`config.mk`:
```
export PLATFORM = sky130hd
export DESIGN_NAME = fetch_stage
export DESIGN_NICKNAME = d
export VERILOG_FILES = /design/src/rtl/fetch_stage.sv
export SDC_FILE = /design/constraint.sdc
export NUM_CORES = 1
export LEC_CHECK = 0
export CORE_AREA = 2 2 284 174
export DETAILED_ROUTE_END_ITERATION = 8
export DIE_AREA = 0 0 286 176
export PLACE_DENSITY_LB_ADDON = 0.05
export SYNTH_ARGS = -nofsm -noshare
export SYNTH_HDL_FRONTEND = slang
export SYNTH_SLANG_ARGS = --single-unit
```
`constraint.sdc`:
```
create_clock -name clk -period 21.7 [get_ports clk]
set_input_delay 6.51 -clock clk [delete_from_list [all_inputs] [get_ports clk]]
set_output_delay 6.51 -clock clk [all_outputs]
set_load 0.005 [all_outputs]
```
`src/rtl/fetch_stage.sv`:
```
// fetch_stage: IF stage with PC, IF/ID register, one-word stall buffer and redirect drain.
module fetch_stage #(
    parameter logic [31:0] RESET_PC = 32'h0000_0000,
    parameter logic [31:0] NOP_INST = 32'h0000_0000
) (
    input  logic        clk,
    input  logic        rst,
    input  logic        stall,
    input  logic        remain_pc,
    input  logic        branch,
    input  logic        jump,
    input  logic        jr,
    input  logic [31:0] id_pc4,
    input  logic [31:0] id_imm,
    input  logic [25:0] id_jaddr,
    input  logic [31:0] id_rs_data,
    output logic        imem_req,
    output logic [31:0] imem_addr,
    input  logic        imem_ready,
    input  logic [31:0] imem_rdata,
    output logic [31:0] pc,
    output logic [31:0] if_id_inst,
    output logic [31:0] if_id_pc4,
    output logic        if_id_valid
);
    typedef enum logic [1:0] {FETCH, BUF, DRAIN} state_t;
    state_t state_q, state_d;
    logic [31:0] pc_q, pc_d, inst_q, inst_d, pc4_q, pc4_d;
    logic [31:0] buf_inst_q, buf_inst_d, buf_pc4_q, buf_pc4_d, pend_q, pend_d;
    logic        valid_q, valid_d, bubble;
    logic        hold, redirect, kill, flush;
    logic [31:0] target, pc_inc;

    assign hold      = stall & remain_pc;
    assign redirect  = branch & ~hold;
    assign kill      = stall & ~remain_pc;
    assign flush     = redirect | kill;
    assign pc_inc    = pc_q + 32'd4;
    assign target    = jr ? id_rs_data : jump ? {id_pc4[31:28], id_jaddr, 2'b00} : id_pc4 + (id_imm << 2);
    assign imem_req  = ~rst & (state_q != BUF);
    assign imem_addr = pc_q;
    assign pc          = pc_q;
    assign if_id_inst  = inst_q;
    assign if_id_pc4   = pc4_q;
    assign if_id_valid = valid_q;

    always_comb begin
        state_d    = state_q;
        pc_d       = pc_q;
        inst_d     = inst_q;
        pc4_d      = pc4_q;
        valid_d    = valid_q;
        buf_inst_d = buf_inst_q;
        buf_pc4_d  = buf_pc4_q;
        pend_d     = pend_q;
        bubble     = 1'b0;
        case (state_q)
            FETCH: begin
                if (imem_ready) begin
                    pc_d = pc_inc;
                    if (hold) begin
                        buf_inst_d = imem_rdata;
                        buf_pc4_d  = pc_inc;
                        state_d    = BUF;
                    end else if (flush) begin
                        bubble = 1'b1;
                        pc_d   = redirect ? target : pc_inc;
                    end else begin
                        inst_d  = imem_rdata;
                        pc4_d   = pc_inc;
                        valid_d = 1'b1;
                    end
                end else begin
                    bubble = ~hold;
                    // the in-flight word must still be accepted before the PC may move
                    if (redirect) begin
                        pend_d  = target;
                        state_d = DRAIN;
                    end
                end
            end
            BUF: begin
                if (!hold) begin
                    state_d = FETCH;
                    bubble  = flush;
                    pc_d    = redirect ? target : pc_q;
                    if (!flush) begin
                        inst_d  = buf_inst_q;
                        pc4_d   = buf_pc4_q;
                        valid_d = 1'b1;
                    end
                end
            end
            DRAIN: begin
                bubble = 1'b1;
                pend_d = redirect ? target : pend_q;
                if (imem_ready) begin
                    pc_d    = redirect ? target : pend_q;
                    state_d = FETCH;
                end
            end
            default: state_d = FETCH;
        endcase
        if (bubble) begin
            inst_d  = NOP_INST;
            pc4_d   = 32'h0;
            valid_d = 1'b0;
        end
    end

    always_ff @(posedge clk or posedge rst) begin
        if (rst) begin
            state_q    <= FETCH;
            pc_q       <= RESET_PC;
            inst_q     <= NOP_INST;
            pc4_q      <= 32'h0;
            valid_q    <= 1'b0;
            buf_inst_q <= 32'h0;
            buf_pc4_q  <= 32'h0;
            pend_q     <= 32'h0;
        end else begin
            state_q    <= state_d;
            pc_q       <= pc_d;
            inst_q     <= inst_d;
            pc4_q      <= pc4_d;
            valid_q    <= valid_d;
            buf_inst_q <= buf_inst_d;
            buf_pc4_q  <= buf_pc4_d;
            pend_q     <= pend_d;
        end
    end
endmodule

```
==> impl_metrics.yaml <==
status:
  outcome: "completed"
min_path:
  holdPathEnd: "pend_q[18]"
  min_from: "pend_q[18]"
  hp-class: "flop to flop"
  min_path_cells: 2
synth:
  synth-seq-cells: 195
  synth_ff_type: "dfrtp_1"
  synth_fp_nets: 1539
  syn_area_um2: 11790
  synthAdderAreaFrac_pct: 3.777
  async_flop_share_pct: 100.0
  syn_inst: 1342
  yosys.area_share.simple_pct: 14.56
  synth_xor_area_share_pct: 3.788
  synth-edff-count: 0
  yosys_warnings: 0
  synth_mux_area_share_pct: 8.584
  synth.distinct_cells: 66
  synth-compound-area-share_pct: 22.11
  synth_top_family_by_area: "compound AO/OA/AOI/OAI gates"
  seq_area_frac_synth_pct: 41.38
  syn_area_per_cell_um2: 8.787
setup_path:
  cp.required_ps: 15190
  worst-setup-path-type: "primary input to output port"
  crit-reg2reg-capture: "if_id_pc4[5]"
  slowest_delay_ps: 510
  cp-startpoint: "rst"
  cp_cell_sequence: "clkdlybuf4s50_1 > nor2_1 > clkdlybuf4s50_1"
  worstReg2RegStart: "state_q[1]"
  arrival_ps: 7660
  crit_path_top_delay_cell: "clkdlybuf4s50_1"
  critPathMaxFanout: 2
  cpMostUsedCell: "clkdlybuf4s50_1"
  critPathLaunchType: "primary input"
  r2r_setup_slack_ps: 18260
  r2r_cells: 9
  critPathCaptureType: "output port"
clock_network:
  cts-root-buf: "clkbuf_16"
  clk_pin_slew_ps: 70
  postCtsHoldBufs: 0
  clock_path_buffers: 2
  cts_sinks: 195
  cts_resized: 0
  cts_setup_buffers: 0
  cts_buffers: 17
  cts_tree: "done"
  clkLatencyLatePin_ps: 450
  h-tree-depth: 4
floorplanning:
  die_w_um: 286
  core_area_um2: 47480
  dieArea_um2: 50340
  rows: 62
  start_util_pct: 24.84
  dieHeight_um: 176
  ioPinCount: 292
power:
  ir_worst_vdd_uv: 74.99
  power_density_nw_per_um2: 116.2
  p_leak_nw: 6.181
timing:
  slew_headroom_pct: 29.33
  hold_viol_final: 0
  maxSlewViolCount: 0
  fin_ws_ps: 7534
  period_needed_ps: 14170
  tightest_slew_ps: 1060
  setup_viol: 0
  grt_setup_unrepaired: "false"
  fin_skew_ps: 16.58
  finalSetupTns_ps: 0
  fin_crit_sh_pct: 65.28
  fmax_mhz: 70.59
routing:
  vias: 10540
  drt-initial-drc-count: 622
  drc: 0
  viasPerCell: 4.797
  post_drt_wl_per_cell_um: 19.18
  totalWireLength_mm: 42.14
  dr.pass1.iters: 5
  ant_nets: 0
finish:
  final_common_cell: "clkdlybuf4s50_1"
  antennaDiodeCount: 0
  fin_nets: 1741
  synthToLayoutAreaGrowth_pct: 33.10
  multi_input_area_um2: 6276
  layout_common_cells: "clkdlybuf4s50_1 (288), nand2_1 (217), dfrtp_1 (195)"
  fillers: 4976
  regArea_um2: 4880
  drive_above_1_share_pct: 8.285
  final_area_um2: 15700
placed_design:
  pre_cts_ws_ps: 7535
  globalplace.congestion: 0.8030
  placement.cell_area_um2: 15080
  portBuffers: 289
  dp_hpwl_mm: 30.68
global_route:
  grt_first_pass_wirelength_mm: 65.01
  grt_max_degree: 94
  grt-ovfl-total: 0
  grt_pass1_vias: 10551
  antenna_found_initial: 0
  grt_usage_pct: 16.84
job:
  max-cap-violations: 0
-- synth_stat cells, drive strengths merged (2+ instances only) --
master	number	area share, %
a21o	12	0.76
or2	4	0.21
a31o	2	0.15
nand2	217	6.9
mux2i	46	3.9
o31ai	8	0.51
xor2	30	2.2
mux2	49	4.7
o21bai	6	0.38
nor3	14	0.59
or3	5	0.27
nand4	11	0.58
clkbuf	81	2.6
o22ai	10	0.53
buf	47	2.6
a2111oi	2	0.15
a21oi	95	4.1
a31oi	7	0.37
a221oi	9	0.72
o311ai	3	0.22
nand2b	2	0.11
a22o	2	0.15
nand3	26	1.1
ha	34	3.6
a21boi	2	0.13
xnor2	21	1.6
o21a	13	0.83
a211oi	49	3.2
and4	4	0.32
dfrtp	195	41
o21ai	134	5.7
a221o	5	0.44
nor3b	2	0.13
a32oi	2	0.21
a211o	2	0.15
o211ai	31	2.0
nor2	108	3.4
and3	7	0.37
inv	18	0.57
and2	6	0.32
o221ai	5	0.37
a22oi	3	0.19
-- state kept, by name (all words and copies together) (netlist names) --
signal	cells
imem_addr	32
buf_inst_q	32
if_id_pc4	32
buf_pc4_q	32
pend_q	32
state_q	2
if_id_valid	1
if_id_inst	32
-- per-stage QoR --
stage | hold WS [ps] | utilization, % | power [mW] | cells
after CTS | 483.6 | 33.06 | 1.854 | 2197
after global placement | 457.9 | 31.77 | 1.492 | 2165
after global routing | 506.9 | 33.06 | 1.973 | 2197
after floorplan | 444.7 | - | 1.128 | 1342
after detailed placement | 466.3 | 31.77 | 1.503 | 2165
final | 483.6 | 33.06 | 1.824 | 2197
-- cells by family (layout without fill, tap and decap cells) --
kind of cell,after synthesis,after routing
AO/OA/AOI/OAI,412,412
XOR/XNOR,51,51
adder cells (fa/ha/maj),35,35
buffers and inverters,146,361
flip-flops,195,195
multiplexers,95,95
AND/OR/NAND/NOR,408,408
-- worst max-delay path by stage --
stage          endpoint  slack (ps)  cells after the start
5_1_grt        imem_req        7490                      3
3_5_place_dp   imem_req        7540                      3
2_1_floorplan  imem_req        8580                      1
3_3_place_gp   imem_req        7520                      3
6_report       imem_req        7530                      3
4_1_cts        imem_req        7520                      3
-- worst max-delay path: cells and delay by family --
family | cells | cell delay, ps
buf+inv | 2 | 1010
simple gates | 1 | 130
-- metal layers --
layer / vias up / part of all wire [%] / global-route usage (%)
met5: - / 0 / 0
met3: 21 / 2.9 / 2.080
li1: 5170 / - / -
met2: 193 / 46 / 27.15
met4: 0 / 0.99 / 3.250
met1: 5156 / 50 / 24.28
-- layout make-up --
| cell class | instances | area share [%] |
|---|---|---|
| multi-input cells | 1001 | 39.98 |
| flip-flops and latches | 195 | 31.09 |
| repair buffers | 311 | 19.45 |
| well taps | 640 | 5.102 |
| clock buffers | 17 | 2.710 |
| clock inverters | 15 | 1.188 |
| inverters | 18 | 0.4783 |
-- power by group --
part	leakage, nW	internal (mW)	switching, mW
clock network	0.305	0.176	0.165
registers	2.48	0.509	0.126
logic	3.39	0.399	0.448
total	6.18	1.08	0.740
No activity file was read; power rests on OpenSTA's default activity.
